File: src/rtl/mc_main_control.sv
// Multicycle MIPS main control FSM.
// Sequences fetch/decode/execute/memory/writeback and drives datapath controls.
module mc_main_control (
    input  logic       clk,
    input  logic       rstn,
    input  logic [5:0] opcode,
    input  logic       mem_ready,
    output logic       pc_write,
    output logic       pc_write_cond,
    output logic       iord,
    output logic       mem_read,
    output logic       mem_write,
    output logic       ir_write,
    output logic       mem_to_reg,
    output logic       reg_dst,
    output logic       reg_write,
    output logic       alu_src_a,
    output logic [1:0] alu_src_b,
    output logic [1:0] alu_op,
    output logic [1:0] pc_source,
    output logic [3:0] state,
    output logic       illegal
);

    localparam logic [5:0] OP_R    = 6'b000000;
    localparam logic [5:0] OP_LW   = 6'b100011;
    localparam logic [5:0] OP_SW   = 6'b101011;
    localparam logic [5:0] OP_BEQ  = 6'b000100;
    localparam logic [5:0] OP_ADDI = 6'b001000;
    localparam logic [5:0] OP_J    = 6'b000010;

    typedef enum logic [3:0] {
        S_RESET   = 4'd0,
        S_FETCH   = 4'd1,
        S_DECODE  = 4'd2,
        S_MEMADR  = 4'd3,
        S_MEMRD   = 4'd4,
        S_MEMWB   = 4'd5,
        S_MEMWR   = 4'd6,
        S_EXEC    = 4'd7,
        S_RWB     = 4'd8,
        S_BRANCH  = 4'd9,
        S_ADDI_EX = 4'd10,
        S_ADDI_WB = 4'd11,
        S_JUMP    = 4'd12,
        S_TRAP    = 4'd13
    } state_t;

    state_t cur;
    state_t nxt;

    assign state = cur;

    always_ff @(posedge clk or negedge rstn) begin
        if (!rstn) begin
            cur     <= S_RESET;
            illegal <= 1'b0;
        end else begin
            cur <= nxt;
            if (cur == S_DECODE && nxt == S_TRAP)
                illegal <= 1'b1;
        end
    end

    always_comb begin
        nxt           = cur;
        pc_write      = 1'b0;
        pc_write_cond = 1'b0;
        iord          = 1'b0;
        mem_read      = 1'b0;
        mem_write     = 1'b0;
        ir_write      = 1'b0;
        mem_to_reg    = 1'b0;
        reg_dst       = 1'b0;
        reg_write     = 1'b0;
        alu_src_a     = 1'b0;
        alu_src_b     = 2'b00;
        alu_op        = 2'b00;
        pc_source     = 2'b00;
        unique case (cur)
            S_RESET: nxt = S_FETCH;
            S_FETCH: begin
                // PC+4 and IR load only on the cycle memory delivers
                mem_read  = 1'b1;
                alu_src_b = 2'b01;
                pc_write  = mem_ready;
                ir_write  = mem_ready;
                if (mem_ready)
                    nxt = S_DECODE;
            end
            S_DECODE: begin
                alu_src_b = 2'b11;
                case (opcode)
                    OP_LW, OP_SW: nxt = S_MEMADR;
                    OP_R:         nxt = S_EXEC;
                    OP_BEQ:       nxt = S_BRANCH;
                    OP_ADDI:      nxt = S_ADDI_EX;
                    OP_J:         nxt = S_JUMP;
                    default:      nxt = S_TRAP;
                endcase
            end
            S_MEMADR: begin
                alu_src_a = 1'b1;
                alu_src_b = 2'b10;
                nxt       = (opcode == OP_LW) ? S_MEMRD : S_MEMWR;
            end
            S_MEMRD: begin
                mem_read = 1'b1;
                iord     = 1'b1;
                if (mem_ready)
                    nxt = S_MEMWB;
            end
            S_MEMWB: begin
                reg_write  = 1'b1;
                mem_to_reg = 1'b1;
                nxt        = S_FETCH;
            end
            S_MEMWR: begin
                mem_write = 1'b1;
                iord      = 1'b1;
                if (mem_ready)
                    nxt = S_FETCH;
            end
            S_EXEC: begin
                alu_src_a = 1'b1;
                alu_op    = 2'b10;
                nxt       = S_RWB;
            end
            S_RWB: begin
                reg_write = 1'b1;
                reg_dst   = 1'b1;
                nxt       = S_FETCH;
            end
            S_BRANCH: begin
                alu_src_a     = 1'b1;
                alu_op        = 2'b01;
                pc_write_cond = 1'b1;
                pc_source     = 2'b01;
                nxt           = S_FETCH;
            end
            S_ADDI_EX: begin
                alu_src_a = 1'b1;
                alu_src_b = 2'b10;
                alu_op    = 2'b11;
                nxt       = S_ADDI_WB;
            end
            S_ADDI_WB: begin
                reg_write = 1'b1;
                nxt       = S_FETCH;
            end
            S_JUMP: begin
                pc_write  = 1'b1;
                pc_source = 2'b10;
                nxt       = S_FETCH;
            end
            S_TRAP: nxt = S_TRAP;
            default: nxt = S_RESET;
        endcase
    end

endmodule

File: config.mk
export PLATFORM = sky130hd
export DESIGN_NAME = mc_main_control
export DESIGN_NICKNAME = d
export VERILOG_FILES = /design/src/rtl/mc_main_control.sv
export SDC_FILE = /design/constraint.sdc
export NUM_CORES = 1
export LEC_CHECK = 0
export ABC_AREA = 1
export CORE_MARGIN = 3
export CORE_UTILIZATION = 36
export DETAILED_ROUTE_END_ITERATION = 7
export PLACE_DENSITY = 0.87
export SYNTH_ARGS = -nofsm -noshare
export SYNTH_HDL_FRONTEND = slang
export SYNTH_SLANG_ARGS = --single-unit
File: constraint.sdc
create_clock -name clk -period 1.4 [get_ports clk]
set_input_delay 0.35 -clock clk [delete_from_list [all_inputs] [get_ports clk]]
set_output_delay 0.35 -clock clk [all_outputs]
set_load 0.1 [all_outputs]
==> flow_summary.yaml, run 1 <==
synth:
  syn_inst: 91
  ys_top_cells_by_count: "nand2_1 (19), nor2_1 (18), inv_1 (12)"
  yosysSeqAreaShare: 0.2404
  syn-num-nets: 100
  synth.most_common_cell: "nand2_1"
  yosysTopAreaCell: "dfrtp_1"
  syn_area_per_cell_um2: 5.720
  synth.distinct_cells: 18
  netlist.area_leader.share: 0.2404
  async_flop_share: 1.000
  synth-seq-cells: 5
  syn_area_um2: 520.5
  synth_edf_count: 0
  ys.flop_type: "dfrtp_1"
  synthTopCellsByArea: "dfrtp_1 (24%), nand2_1 (14%), nor2_1 (13%), nand3_1 (11%), inv_1 (8.7%)"
  ys_warn_count: 0
die:
  die_x_um: 44.03
  die_h_um: 44.03
  num_rows: 13
  initial_core_util: 0.3902
  ios: 30
outcome:
  status: "did not finish"
  error: "[ERROR DPL-0038] Utilization greater than 100%, impossible to legalize"
  stop_stage: "3_5_place_dp"
placed_design:
  port_buffers: 29
  gp_congestion: 0.8706
[through the flow]
stage	area (um^2)	hold slack, ns	setup TNS, ns
after global placement	1349	0.5114	-3.140
after floorplan	684.4	0.05441	-11.44
[cell families after synthesis]
group | after synthesis | share of synthesized area
simple gates | 62 | 0.5553
compound gates | 7 | 0.07451
buf+inv | 17 | 0.1298
flops | 5 | 0.2404
==> run 2: changes to the inputs <==
CORE_AREA = 3 3 64 66   (was unset)
CORE_MARGIN = unset   (was 3)
CORE_UTILIZATION = unset   (was 36)
DIE_AREA = 0 0 67 69   (was unset)
PLACE_DENSITY = unset   (was 0.87)
PLACE_DENSITY_LB_ADDON = 0.15   (was unset)
==> flow_summary.yaml, run 2 <==
clock_network:
  cts-htree-levels: 1
  cts_tree: "yes"
  cts_root_buffer: "clkbuf_8"
  cts_sinks: 5
  clkTransAtPathRegs_ns: 0.04
  cts_made_buffers: 3
  clock_latency_ns: 0.22
  clock_path_buffers: 2
die:
  die_x_um: 67
  ios: 30
  core_um2: 3633
  initial_core_util: 0.1433
  dieArea_um2: 4623
  die_h_um: 69
  num_rows: 22
detailed_routing:
  vias: 798
  vias_per_cell: 4.051
  drc_errors: 0
  ant_nets: 0
  drt_first_pass_iters: 4
  drt_iter0_drc: 28
  wl_um: 2094
  wire_per_inst_um: 10.63
synth:
  syn_area_um2: 520.5
  syn_inst: 91
  ys_warn_count: 0
  async_flop_share: 1.000
  synth-seq-cells: 5
  ys.flop_type: "dfrtp_1"
  synth_edf_count: 0
  synth.most_common_cell: "nand2_1"
  yosysTopAreaCell: "dfrtp_1"
  ys_top_cells_by_count: "nand2_1 (19), nor2_1 (18), inv_1 (12)"
  syn-num-nets: 100
  syn_area_per_cell_um2: 5.720
  yosysSeqAreaShare: 0.2404
  synthTopCellsByArea: "dfrtp_1 (24%), nand2_1 (14%), nor2_1 (13%), nand3_1 (11%), inv_1 (8.7%)"
  netlist.area_leader.share: 0.2404
  synth.distinct_cells: 18
sta:
  hold_viol: 0
  setup_ws_ns: -0.3948
  final.setup.tns_ns: -5.778
  max_freq_mhz: 557.2
  rsz0062_at_grt: "yes"
  finalMaxSlewViolations: 0
  post-route-min-period_ns: 1.795
  slew_headroom: 0.7666
  worstMarginPinSlew_ns: 0.3492
  clock_skew_ns: 0.002140
  finalCritPeriodShare: 1.282
  setup_viol: 19
global_route:
  grt_max_degree: 8
  grt_pass1_vias: 800
  antenna_found_initial: 0
  grt_pass1_wl_um: 3394
  grt.overflow.total: 0
  grt_use_total: 0.09177
layout:
  final_cells: 197
  layout-drive-gt1-share: 0.6242
  final_common_cell: "buf_4"
  synthToLayoutAreaGrowth_pct: 201.0
  final_cell_mix: "buf_4 (22), buf_12 (21), nand2_1 (18)"
  fin_nets: 159
  fin_util: 0.4311
  nFillCells: 381
  antennaDiodeCount: 0
  largest_reg_flops: 4
  stdcell_area_um2: 1567
critical_path:
  required_ns: 1.05
  cp_max_fo: 4
  end_kind: "primary output"
  ff2ff_setup_slack_ns: -0.15
  arrival_ns: 1.44
  worstSetupStartpointType: "register"
  crit_type: "register to primary output"
min_path:
  hold_class: "primary input to async pin"
outcome:
  violations: "negative setup slack"
  status: "finished, violations left"
placed_design:
  gp_congestion: 0.7568
  port_buffers: 29
  place_area_um2: 1383
  place_hpwl_um: 1796
  placed_cells: 188
job:
  maxCapViolCount: 0
## run 2: cell counts after synthesis
Identical to the previous run, type by type.
## run 2: cell type report
type                       count  area, um^2  share of cell area
clock buffer                   4       45.04             0.02875
timing repair buffer          55       715.7              0.4569
tap                           48       60.06             0.03834
sequential                     5       140.1             0.08946
multi-input combinational     69       531.8              0.3395
inverter                      16       73.82             0.04712
## run 2: critical path, cell delays in order (launching register included)
cell and delay, ns:
dfrtp_4 0.51, inv_4 0.08, nor2_4 0.06, nand3_4 0.07
clkinvlp_4 0.08, or2_4 0.25, buf_12 0.16
## run 2: routing by layer
| layer | up-vias | track usage | routed length [um] |
|---|---|---|---|
| met4 | 0 | 0.04054 | 13 |
| met3 | 2 | 0.01140 | 99 |
| met1 | 372 | 0.09821 | 758 |
| met5 | - | 0 | 0 |
| met2 | 18 | 0.1714 | 1223 |
| li1 | 406 | - | - |
## run 2: timing repair
item                       4_1_cts  5_1_grt
pin swaps                        5        5
gates resized for setup         15       12
buffers inserted                 1        4
hold buffers                     0        0
setup endpoints to repair       21       25
## run 2: path summary, 6_finish.rpt
kind | startpoint | to | depth (start not counted)
max in group asynchronous | rstn | state[3]$_DFF_PN0_ | 1
hold / removal | rstn | state[0]$_DFF_PN0_ | 1
min in group clk | illegal$_DFFE_PN0P_ | illegal$_DFFE_PN0P_ | 2
setup / recovery | state[0]$_DFF_PN0_ | pc_write | 6
hold reg to reg | illegal$_DFFE_PN0P_ | illegal$_DFFE_PN0P_ | 2
setup reg to reg | state[3]$_DFF_PN0_ | illegal$_DFFE_PN0P_ | 9
## run 2: cell families after synthesis
logic type             count (synthesis)  share of synthesized area
AOI/OAI and AO/OA                      7                    0.07451
DFF                                    5                     0.2404
and+or+nand+nor                       62                     0.5553
buffers and inverters                 17                     0.1298
## run 2: through the flow
stage          setup WS, ns  hold slack, ns
4_1_cts             -0.4101          0.3528
3_5_place_dp        -0.3548          0.5157
6_report            -0.3948          0.3472
2_1_floorplan        -1.086         0.05441
5_1_grt             -0.4472          0.3712
3_3_place_gp        -0.3302          0.5138
Power of run 2 is left out: the tool's default activity adds up to more than one toggle a clock period on the data nets, which glitch-free logic cannot reach.
==> run 3: changes to the inputs <==
SKIP_CTS_REPAIR_TIMING = 1   (was unset)
==> flow_summary.yaml, run 3 (synthesis gave the netlist of run 2 again) <==
critical_path:
  crit_chain: "inv_4 -> nor2_4 -> nand3_4 -> clkinvlp_4 -> or2_4 -> buf_12"
  end_kind: "primary output"
  cp_num_buf_inv: 3
  slowest_delay_ns: 0.51
  slowest_stage: "dfrtp_4"
  cp_max_fo: 4
  cp-startpoint: "state[0]$_DFF_PN0_"
  required_ns: 1.05
  timing.rr.start: "state[3]$_DFF_PN0_"
  worstSetupStartpointType: "register"
  cpLargestDelayFamily: "flip-flops"
  crit_type: "register to primary output"
  arrival_ns: 1.44
min_path:
  hold_class: "primary input to async pin"
placed_design:
  gp_congestion: 0.7568
  port_buffers: 29
  place_hpwl_um: 1796
  placed_cells: 188
  dp_slack_ns: -0.3548
global_route:
  grt_pass1_vias: 731
  antenna_found_initial: 0
  grt_pass1_wl_um: 3208
  grt.overflow.total: 0
  grt_max_degree: 8
  grt_use_total: 0.08785
die:
  die_h_um: 69
  ios: 30
  core_um2: 3633
  dieArea_um2: 4623
  initial_core_util: 0.1433
  die_x_um: 67
  num_rows: 22
detailed_routing:
  ant_nets: 0
  wire_per_inst_um: 10.43
  vias: 786
  drc_errors: 0
  drt_first_pass_iters: 4
  wl_um: 2044
  drt_iter0_drc: 31
  vias_per_cell: 4.010
sta:
  rsz0062_at_grt: "yes"
  worstMarginPinSlew_ns: 0.3452
  slew_headroom: 0.7693
  post-route-min-period_ns: 1.786
  max_freq_mhz: 559.9
  setup_ws_ns: -0.3860
  finalMaxSlewViolations: 0
  clock_skew_ns: 0.002452
  hold_viol: 0
  finalCritPeriodShare: 1.276
  setup_viol: 22
clock_network:
  cts-htree-levels: 1
  cts_tree: "yes"
  cts_sinks: 5
  cts_root_buffer: "clkbuf_8"
  clock_path_buffers: 2
  clkTransAtPathRegs_ns: 0.04
  clock_latency_ns: 0.22
  cts_made_buffers: 3
layout:
  synthToLayoutAreaGrowth_pct: 195.4
  antennaDiodeCount: 0
  largest_reg_flops: 4
  fin_nets: 158
  final_common_cell: "buf_4"
  final_cells: 196
  layout-drive-gt1-share: 0.6216
  final_cell_mix: "buf_4 (24), buf_12 (21), nand2_1 (18)"
outcome:
  violations: "negative setup slack"
  status: "finished, violations left"
job:
  maxCapViolCount: 0
==> run 3: cell types whose count changed in the layout (fill, tap and decap cells not counted), sizes merged <==
cell           change
buf                -1
clkdlybuf4s50      +1
dlymetal6s2s       -1
==> run 3: final timing paths <==
path                                  endpoint  slack [ns]  cells past startpoint
min in group clk           illegal$_DFFE_PN0P_        0.53                      2
max in group asynchronous   state[3]$_DFF_PN0_        0.84                      1
hold / removal              state[0]$_DFF_PN0_        0.35                      1
hold reg to reg            illegal$_DFFE_PN0P_        0.53                      2
setup reg to reg           illegal$_DFFE_PN0P_       -0.14                      9
setup / recovery                      pc_write       -0.39                      6
==> run 3: through the flow <==
stage               area, um^2  hold slack [ns]  TNS (ns)    util
floorplan                684.4          0.05441    -11.44       -
global placement          1383           0.5138    -3.886  0.3805
detailed placement        1383           0.5157    -3.993  0.3805
CTS                       1428           0.3528    -6.539  0.3929
global route              1538           0.3712    -6.925  0.4232
finish                    1538           0.3473    -5.644  0.4232
==> run 3: layout make-up <==
cell class | instances | area (um^2)
fillers | 381 | 2096
repair buffers | 54 | 694.4
multi-input cells | 69 | 529.3
flip-flops and latches | 5 | 140.1
inverters | 16 | 68.82
well taps | 48 | 60.06
clock buffers | 4 | 45.04
==> run 3: routing by layer <==
metal	GRT usage	vias to the layer above	part of all wire	wire [um]
li1	-	406	-	-
met1	0.09921	360	0.38	773
met2	0.1605	18	0.57	1168
met3	0.01140	2	0.044	89
met4	0.03378	0	0.0064	13
met5	0	-	0	0
==> run 3: worst reg2reg max path, stage by stage (launching register included) <==
cell and delay [ns]:
dfrtp_4 0.49, inv_2 0.17, nand2_8 0.12, buf_6 0.15, nor3_2 0.21, nor2_2 0.08, nand3_2 0.07, nor2_1 0.04
nand2_1 0.06, nand2_1 0.04
Power of run 3 is left out for the same reason.
==> run 4: changes to the inputs <==
TNS_END_PERCENT = 5   (was unset)
==> flow_summary.yaml, run 4 (synthesis gave the netlist of run 2 again) <==
critical_path:
  required_ns: 1.05
  crit_type: "register to primary output"
  crit_chain: "nor2_4 -> inv_4 -> nor3_4 -> or2_4 -> buf_12"
  cpLargestDelayFamily: "flip-flops"
  worstSetupStartpointType: "register"
  cp_num_buf_inv: 2
  slowest_stage: "dfrtp_4"
  timing.rr.start: "state[1]$_DFF_PN0_"
  slowest_delay_ns: 0.49
  end_kind: "primary output"
  ff2ff_setup_slack_ns: -0.06
  cp_max_fo: 4
  r2r-end: "illegal$_DFFE_PN0P_"
  arrival_ns: 1.44
  r2r_cells: 9
detailed_routing:
  drc_errors: 0
  wl_um: 1961
  drt_first_pass_iters: 4
  vias: 751
  wire_per_inst_um: 10.21
  vias_per_cell: 3.911
  drt_iter0_drc: 24
  ant_nets: 0
sta:
  max_freq_mhz: 557.4
  worstMarginPinSlew_ns: 0.2513
  clock_skew_ns: 0.00009505
  slew_headroom: 0.8316
  setup_viol: 17
  finalMaxSlewViolations: 0
  whs_ns: 0.3555
  rsz0062_at_grt: "yes"
  post-route-min-period_ns: 1.794
  setup_ws_ns: -0.3941
  hold_viol: 0
  finalCritPeriodShare: 1.282
clock_network:
  cts_tree: "yes"
  cts_root_buffer: "clkbuf_8"
  cts_sinks: 5
  clock_path_buffers: 2
  clkTransAtPathRegs_ns: 0.03
  clock_latency_ns: 0.22
  cts-htree-levels: 1
  cts_made_buffers: 3
die:
  dieArea_um2: 4623
  initial_core_util: 0.1433
  core_um2: 3633
  die_x_um: 67
  die_h_um: 69
  ios: 30
  num_rows: 22
placed_design:
  place_hpwl_um: 1769
  placed_cells: 188
  port_buffers: 29
  gp_congestion: 0.7440
  dp_slack_ns: -0.3242
layout:
  final_cells: 192
  fin_nets: 154
  fin_util: 0.3853
  final_cell_mix: "buf_12 (21), buf_4 (20), nand2_1 (18)"
  layout-drive-gt1-share: 0.5764
  antennaDiodeCount: 0
  largest_reg_flops: 4
  final_common_cell: "buf_12"
  nFillCells: 397
  synthToLayoutAreaGrowth_pct: 169.0
global_route:
  grt_use_total: 0.09138
  grt_pass1_vias: 769
  grt_pass1_wl_um: 3353
  antenna_found_initial: 0
  grt_max_degree: 10
  grt.overflow.total: 0
outcome:
  status: "finished, violations left"
  violations: "negative setup slack"
job:
  maxCapViolCount: 0
min_path:
  hold_class: "primary input to async pin"
[run 4: cell count changes in the layout (fill, tap and decap cells not counted), sizes merged]
| cell | delta |
|---|---|
| inv | +1 |
| buf | -4 |
| clkdlybuf4s50 | +1 |
| clkinvlp | -1 |
| dlymetal6s2s | -1 |
[run 4: worst max-delay path by stage]
stage	endpoint	from	cells past startpoint	slack [ns]
global route	alu_src_a	state[1]$_DFF_PN0_	6	-0.48
global placement	pc_write	mem_ready	5	-0.32
finish	pc_write	state[0]$_DFF_PN0_	5	-0.39
floorplan	pc_write	state[0]$_DFF_PN0_	4	-1.09
detailed placement	illegal$_DFFE_PN0P_	opcode[4]	9	-0.32
CTS	reg_write	state[1]$_DFF_PN0_	4	-0.46
[run 4: per-layer routing]
metal	GRT usage	part of all wire
met1	0.1020	0.40
met2	0.1627	0.54
met3	0.02117	0.064
met4	0.03378	0
met5	0	0
[run 4: cell type report]
type                            instances  area (um^2)  area share
Inverter                               16        62.56     0.04468
Timing Repair Buffer                   50        661.9      0.4727
Multi-Input combinational cell         69        430.4      0.3074
Tap cell                               48        60.06     0.04290
Sequential cell                         5        140.1      0.1001
Clock buffer                            4        45.04     0.03217
[run 4: per-stage QoR]
stage                     cell area [um^2]  TNS (ns)
after floorplan                      605.6    -13.53
after global placement                1316    -4.049
after detailed placement              1316    -4.057
after CTS                             1361    -6.637
after global routing                  1400    -6.876
final                                 1400    -5.279
Power of run 4 is left out for the same reason.
